`src/rtl/mux_scan_seq_if.sv`:
```
// Downstream word handshake between the scan sequencer and its consumer.
interface mux_scan_seq_if;
    logic [3:0] word;
    logic       valid;
    logic       ready;

    modport master (output word, output valid, input ready);
    modport slave  (input word, input valid, output ready);
endinterface

```
`src/rtl/mux_scan_seq.sv`:
```
// Steps a 4:1 mux select through channels 0..3, samples y after a settle
// delay on each channel, and hands the assembled 4-bit word downstream.
module mux_scan_seq #(
    parameter int unsigned SETTLE = 1,
    parameter int unsigned CONT   = 0
) (
    input  logic           clk,
    input  logic           rst_n,
    input  logic           start,
    input  logic           y,
    output logic           s1,
    output logic           s0,
    output logic           busy,
    output logic           start_drop,
    mux_scan_seq_if.master bus
);

    localparam int unsigned CNT_W  = 4;
    localparam int unsigned SEL_W  = 2;
    localparam int unsigned WORD_W = 4;

    typedef enum logic [1:0] {
        ST_IDLE,
        ST_SETTLE,
        ST_CAPTURE,
        ST_DONE
    } state_e;

    // The capture edge itself counts as the last settle cycle, so the wait
    // state holds SETTLE-1 extra cycles and SETTLE=0 goes straight to capture.
    localparam logic [CNT_W-1:0] RELOAD   = (SETTLE == 0) ? '0 : CNT_W'(SETTLE - 1);
    localparam state_e           FIRST_ST = (SETTLE == 0) ? ST_CAPTURE : ST_SETTLE;

    state_e              state_q, state_d;
    logic [SEL_W-1:0]    sel_q, sel_d;
    logic [CNT_W-1:0]    cnt_q, cnt_d;
    logic [WORD_W-1:0]   word_q, word_d;
    logic                busy_q, busy_d;
    logic                valid_q, valid_d;
    logic                start_drop_q, start_drop_d;

    // State and output registers.
    always_ff @(posedge clk) begin
        if (!rst_n) begin
            state_q      <= ST_IDLE;
            sel_q        <= '0;
            cnt_q        <= '0;
            word_q       <= '0;
            busy_q       <= 1'b0;
            valid_q      <= 1'b0;
            start_drop_q <= 1'b0;
        end else begin
            state_q      <= state_d;
            sel_q        <= sel_d;
            cnt_q        <= cnt_d;
            word_q       <= word_d;
            busy_q       <= busy_d;
            valid_q      <= valid_d;
            start_drop_q <= start_drop_d;
        end
    end

    // Next-state and output logic.
    always_comb begin
        state_d      = state_q;
        sel_d        = sel_q;
        cnt_d        = cnt_q;
        word_d       = word_q;
        busy_d       = busy_q;
        valid_d      = valid_q;
        start_drop_d = start && (state_q != ST_IDLE);

        case (state_q)
            ST_IDLE: begin
                sel_d = '0;
                if (start) begin
                    word_d  = '0;
                    cnt_d   = RELOAD;
                    state_d = FIRST_ST;
                    busy_d  = 1'b1;
                end
            end
            ST_SETTLE: begin
                if (cnt_q != '0) begin
                    cnt_d = cnt_q - CNT_W'(1);
                end else begin
                    state_d = ST_CAPTURE;
                end
            end
            ST_CAPTURE: begin
                word_d[sel_q] = y;
                if (sel_q != SEL_W'(3)) begin
                    sel_d   = sel_q + SEL_W'(1);
                    cnt_d   = RELOAD;
                    state_d = FIRST_ST;
                end else begin
                    state_d = ST_DONE;
                    busy_d  = 1'b0;
                    valid_d = 1'b1;
                end
            end
            ST_DONE: begin
                if (valid_q && bus.ready) begin
                    valid_d = 1'b0;
                    sel_d   = '0;
                    if (CONT != 0) begin
                        word_d  = '0;
                        cnt_d   = RELOAD;
                        state_d = FIRST_ST;
                        busy_d  = 1'b1;
                    end else begin
                        state_d = ST_IDLE;
                    end
                end
            end
            default: begin
                state_d = ST_IDLE;
            end
        endcase
    end

    assign s1         = sel_q[1];
    assign s0         = sel_q[0];
    assign busy       = busy_q;
    assign start_drop = start_drop_q;
    assign bus.word   = word_q;
    assign bus.valid  = valid_q;

endmodule

```
`src/flat_wrapper.sv`:
```
// flat-port wrapper written by rule: the top's interface ports become plain ports
module mux_scan_seq_flat 
#(
    parameter int unsigned SETTLE = 1,
    parameter int unsigned CONT   = 0
)
  (clk, rst_n, start, y, s1, s0, busy, start_drop, bus_word, bus_valid, bus_ready);
  mux_scan_seq_if bus_i ();
  input  logic clk;
  input  logic rst_n;
  input  logic start;
  input  logic y;
  output logic s1;
  output logic s0;
  output logic busy;
  output logic start_drop;
  output wire logic [$bits(bus_i.word)-1:0] bus_word;
  output wire logic [$bits(bus_i.valid)-1:0] bus_valid;
  input wire logic [$bits(bus_i.ready)-1:0] bus_ready;
  assign bus_word = bus_i.word;
  assign bus_valid = bus_i.valid;
  assign bus_i.ready = bus_ready;
  mux_scan_seq #(.SETTLE(SETTLE), .CONT(CONT)) u_core (.clk(clk), .rst_n(rst_n), .start(start), .y(y), .s1(s1), .s0(s0), .busy(busy), .start_drop(start_drop), .bus(bus_i));
endmodule
```
`config.mk`:
```
export PLATFORM = sky130hd
export DESIGN_NAME = mux_scan_seq_flat
export DESIGN_NICKNAME = d
export VERILOG_FILES = /design/src/rtl/mux_scan_seq_if.sv /design/src/rtl/mux_scan_seq.sv /design/src/flat_wrapper.sv
export SDC_FILE = /design/constraint.sdc
export NUM_CORES = 1
export LEC_CHECK = 0
export ABC_AREA = 1
export CAP_MARGIN = 20
export CORE_AREA = 8 8 45 47
export CTS_CLUSTER_SIZE = 10
export DETAILED_ROUTE_END_ITERATION = 16
export DIE_AREA = 0 0 53 55
export DONT_BUFFER_PORTS = 1
export PLACE_DENSITY = 0.75
export SLEW_MARGIN = 20
export SYNTH_ARGS = -nofsm -noshare
export SYNTH_HDL_FRONTEND = slang
export SYNTH_SLANG_ARGS = --single-unit
```
`constraint.sdc`:
```
create_clock -name clk -period 2.6 [get_ports clk]
set_input_delay 0.26 -clock clk [delete_from_list [all_inputs] [get_ports clk]]
set_output_delay 0.26 -clock clk [all_outputs]
set_load 0.05 [all_outputs]
```
======== Word level (Yosys, flattened, before mapping) ========
Cells that the tools add are included.
operators by class
  add/sub/neg operators ................... 2
  magnitude comparators ................... 2
  eq/ne operators ......................... 10
  muxes and demuxes ....................... 21
  reductions and logical operators ........ 16
operators by type and width
  kind                   count
  $mux W4                3
  $pmux W4 S3            1
  $reduce_and A3 Y1      4
  $mux W2                5
  $ne A2 B2 Y1 const B   4
  $pmux W2 S4            1
  $pmux W4 S2            1
  $ne A2 B1 Y1 const B   3
  $pmux W2 S3            1
  $reduce_bool A2 Y1     3
  $reduce_bool A3 Y1     2
  $mux W1                5
  $bwmux W4              1
  $eq A2 B2 Y1 const B   2
  $pmux W1 S2            2
  $reduce_and A4 Y1      1
  $reduce_bool A4 Y1     1
  $sub A4 B1 Y4 const B  1
  $logic_and A1 B1 Y1    3
  $lt A2 B3 Y1 const B   1
  $add A2 B1 Y2 const B  1
  $demux W1 S2           1
  $eq A2 B1 Y1 const B   1
  $ge A2 B1 Y1 const B   1
  2 further kinds        2
word-level totals
  bits in registers ....................... 15
  input bits .............................. 5

======== Longest topological paths before layout ========
  depth after elaboration ................. 6
  gate-level depth with buffers ........... 9

======== Worst setup path before layout ========
OpenSTA, ideal clock, no wires.
  path type ............................... reg2reg
  start point ............................. register u_core.sel_q[0]
  end point ............................... register u_core.cnt_q[3]
  data arrival time ....................... 1.411 ns
  setup slack ............................. 1.076 ns
  stages on the path, launching flop included .. 9
  buffers on the path ..................... 0
  cells stage by stage .................... dfxtp_1 ha_1 nand3_4 nand2_1 inv_2 nand2_1 nand2_1 nand2_1 nor2_1
between the ends
  longest elaborated chain between the ends .. 3
RTL lines
  what                         RTL line            text
  start, declared              mux_scan_seq.sv:35  logic [SEL_W-1:0] sel_q, sel_d;
  start signal, assigned       mux_scan_seq.sv:54  sel_q <= sel_d;
  $ne A2 B2 Y1                 mux_scan_seq.sv:92  if (sel_q != SEL_W'(3)) begin
  $ne A2 B1 Y1 (no line)       --
  $reduce_and A4 Y1 (no line)  --
  end signal, assigned         mux_scan_seq.sv:55  cnt_q <= cnt_d;
  end, declared                mux_scan_seq.sv:36  logic [CNT_W-1:0] cnt_q, cnt_d;
Every way passes these cells.
A chain may end at the register's enable or synchronous reset.

======== Final worst setup path ========
  start point ............................. register u_core.valid_q (netlist: u_core.bus.valid)
  end point ............................... register u_core.sel_q[0]
between the ends
  longest elaborated chain between the ends .. 3
RTL lines
  what                         RTL line             text
  start, declared              mux_scan_seq.sv:39   logic valid_q, valid_d;
  start signal, assigned       mux_scan_seq.sv:58   valid_q <= valid_d;
  $logic_and A1 B1 Y1          mux_scan_seq.sv:103  if (valid_q && bus.ready) begin
  $ne A2 B1 Y1 (no line)       --
  $reduce_and A3 Y1 (no line)  --
Every way passes these cells.

==> flow_metrics.env <==
export IMPL_status="finished clean"
export IMPL_synth_yosys_seq_area_share=0.3980
export IMPL_synth_top_cell_by_area="dfxtp_1"
export IMPL_finalPower_mw=0.7655
export IMPL_ys_ff_latch=15
export IMPL_clock_latency_ps=280
export IMPL_dieArea_um2=2915
export IMPL_synth_edf_count=0
export IMPL_antenna_cells=0
export IMPL_grtUsageTotal=0.1174
export IMPL_cts_inserted_buffers=3
export IMPL_seqPwrFrac=0.446
export IMPL_fp_dieW_um=53
export IMPL_max_cap_viol_count=0
export IMPL_fin_worst_skew_ps=5.512
export IMPL_synthCells=107
export IMPL_fin_tns_setup_ps=0
export IMPL_p_int_mw=0.4365
export IMPL_grt_pass1_vias=663
export IMPL_power_share_clock=0.176
export IMPL_gp_congestion=0.8396
export IMPL_p_leak_nw=0.3856
export IMPL_crit_slowest_cell="dfxtp_1"
export IMPL_synthTopCellsByArea="dfxtp_1 40%, nand2_1 12%, a21oi_1 10%, ha_1 8.3%, nor2_1 6.5%"
export IMPL_post_cts_buffers=0
export IMPL_area_growth_syn_to_layout_pct=8.126
export IMPL_ctsHoldBuffers=0
export IMPL_grt_pass1_wl_um=2622
export IMPL_synth_simple_gate_area_frac=0.3035
export IMPL_cp_startpoint="u_core.bus.valid"
export IMPL_min_from="rst_n"
export IMPL_post_cts_resized=0
export IMPL_netlist_area_leader_share=0.3980
export IMPL_path_class="reg2reg"
export IMPL_placementRows=14
export IMPL_io_pins=14
export IMPL_vias=670
export IMPL_ant_nets=0
export IMPL_synthArstFlopShare=0
export IMPL_p_comb_frac=0.378
export IMPL_p_switching_mw=0.3290
export IMPL_fmax_mhz=690.1
export IMPL_placeableCoreArea_um2=1384
export IMPL_fin_crit_ps=1449
export IMPL_cts_sinks=15
export IMPL_htree_levels=1
export IMPL_finish_net_count=124
export IMPL_rsz0062_at_grt="false"
export IMPL_synth_nets=117
export IMPL_synthMuxAreaShare=0
export IMPL_hold_viol=0
export IMPL_grt_max_degree=9
export IMPL_start_util=0.5452
export IMPL_synth_cell_area_um2=754.5
export IMPL_required_ps=2780
export IMPL_relSlewSlack=0.6377
export IMPL_sw_frac_of_total=0.4298
export IMPL_start_kind="register"
export IMPL_viasPerCell=5.194
export IMPL_peakVddDrop_mv=0.4648
export IMPL_synth_xor_area_share=0.01161
export IMPL_worstPathCellList="nand2_1 > nand2_1 > nand3_1 > o21ai_0 > a21oi_1"
export IMPL_synth_top_family_by_area="simple AND/OR/NAND/NOR gates"
export IMPL_synth_cell_types=16
export IMPL_period_share=0.5573
export IMPL_dr_pass1_iters=2
export IMPL_drc=0
export IMPL_drt_initial_drc_count=7
export IMPL_max_clock_path_buffers=2
export IMPL_cts_tree="done"
export IMPL_ys_flop_type="dfxtp_1"
export IMPL_r2r_start="u_core.bus.valid"
export IMPL_yosysMostFrequentCell="nand2_1"
export IMPL_cpPeakStageDelay_ps=670
export IMPL_utilization=0.5895
export IMPL_slew_violations=0
export IMPL_clk_pin_slew_worst_paths_ps=90
export IMPL_numPortBuffers=0
export IMPL_p_per_area_nw_per_um2=938.3
export IMPL_antenna_found_initial=0
export IMPL_worstPathMaxFanout=4
export IMPL_cts_root_buf="clkbuf_4"
export IMPL_synth_compound_area_share=0.1294
export IMPL_synthAdderAreaFrac=0.08292
export IMPL_hp_class="in2reg"
export IMPL_wl_per_cell_um=11.71
export IMPL_avgSynthCellArea_um2=7.051
export IMPL_setup_viol_count_final=0
export IMPL_dp_hpwl_um=1202
export IMPL_die_h_um=55
export IMPL_cpMostUsedCell="nand2_1"
export IMPL_wl_um=1511
export IMPL_drive_above_1_share=0.08850
export IMPL_synth_common_cells="25 x nand2_1, 15 x a21oi_1, 15 x dfxtp_1, 13 x nor2_1, 12 x inv_1"
export IMPL_yosysWarnings=0
export IMPL_grt_overflow_total=0
export IMPL_crit_arrival_ps=1630
export IMPL_end_kind="register"
export IMPL_tightest_slew_ps=542.8
==> cells in the final DEF, fill, tap and decap left out <==
cell type	count
nand3_1	8
clkbuf_1	1
or2_2	1
o21ai_0	3
clkbuf_4	3
nor3_1	2
ha_1	5
nand3_4	1
nor2_1	13
inv_1	12
inv_2	3
buf_4	2
nand4_1	1
o31ai_1	1
xor2_1	1
nand2_1	25
dfxtp_1	15
and3_1	1
a21oi_1	15
==> worst paths after layout <==
path	cells past startpoint	slack, ps	endpoint
setup reg to reg	5	1150	u_core.sel_q[0]
setup / recovery	5	1150	u_core.sel_q[0]
hold reg to reg	2	490	u_core.cnt_q[0]
hold / removal	2	80	u_core.cnt_q[2]
==> critical path, delay by kind of cell, from the launching register on <==
| family | cells | cell delay, ps |
|---|---|---|
| flip-flops | 1 | 670 |
| AND/OR/NAND/NOR | 3 | 420 |
| AO/OA/AOI/OAI | 2 | 250 |
==> logic make-up (layout without fill, tap and decap cells) <==
kind of cell / after synthesis / after routing
AND/OR/NAND/NOR: 52 / 52
AO/OA/AOI/OAI: 19 / 19
buffers and inverters: 15 / 21
flip-flops: 15 / 15
adder cells (fa/ha/maj): 5 / 5
XOR/XNOR: 1 / 1
==> sequential cells by signal, indices dropped and copies added (netlist names) <==
register	cells
u_core.bus.valid	1
u_core.start_drop	1
u_core.state_q	2
u_core.cnt_q	4
u_core.bus.word	4
u_core.busy	1
u_core.sel_q	2
==> power groups by stage <==
stage	clock network, mW	registers, mW	logic, mW
3_3_place_gp	0	0.348	0.280
6_report	0.135	0.342	0.289
3_5_place_dp	0	0.348	0.289
2_1_floorplan	0	0.360	0.214
4_1_cts	0.135	0.343	0.291
5_1_grt	0.152	0.350	0.333
==> per-stage QoR <==
| stage | hold slack, ps | area [µm²] | instances | worst slack (ps) |
|---|---|---|---|---|
| after detailed placement | 388.5 | 789.5 | 125 | 1172 |
| after global placement | 384.9 | 789.5 | 125 | 1191 |
| after CTS | 84.71 | 815.8 | 129 | 1147 |
| after global routing | 75.66 | 815.8 | 129 | 1076 |
| after floorplan | 380.4 | 754.5 | 107 | 1076 |
| final | 83.29 | 815.8 | 129 | 1151 |
==> routing by layer <==
metal  global-route usage  part of all wire
met1               0.1198              0.44
met2               0.1953              0.45
met4              0.07759             0.045
met5                    0                 0
met3              0.04813             0.063
==> cell type report <==
type                    instances  area [µm²]
clock buffers                   4       26.28
flip-flops and latches         15       300.3
inverters                      15       56.30
repair buffers                  2       15.01
fillers                       131       568.0
multi-input cells              77       397.9
well taps                      16       20.02
(Power assumes the default switching activity.)
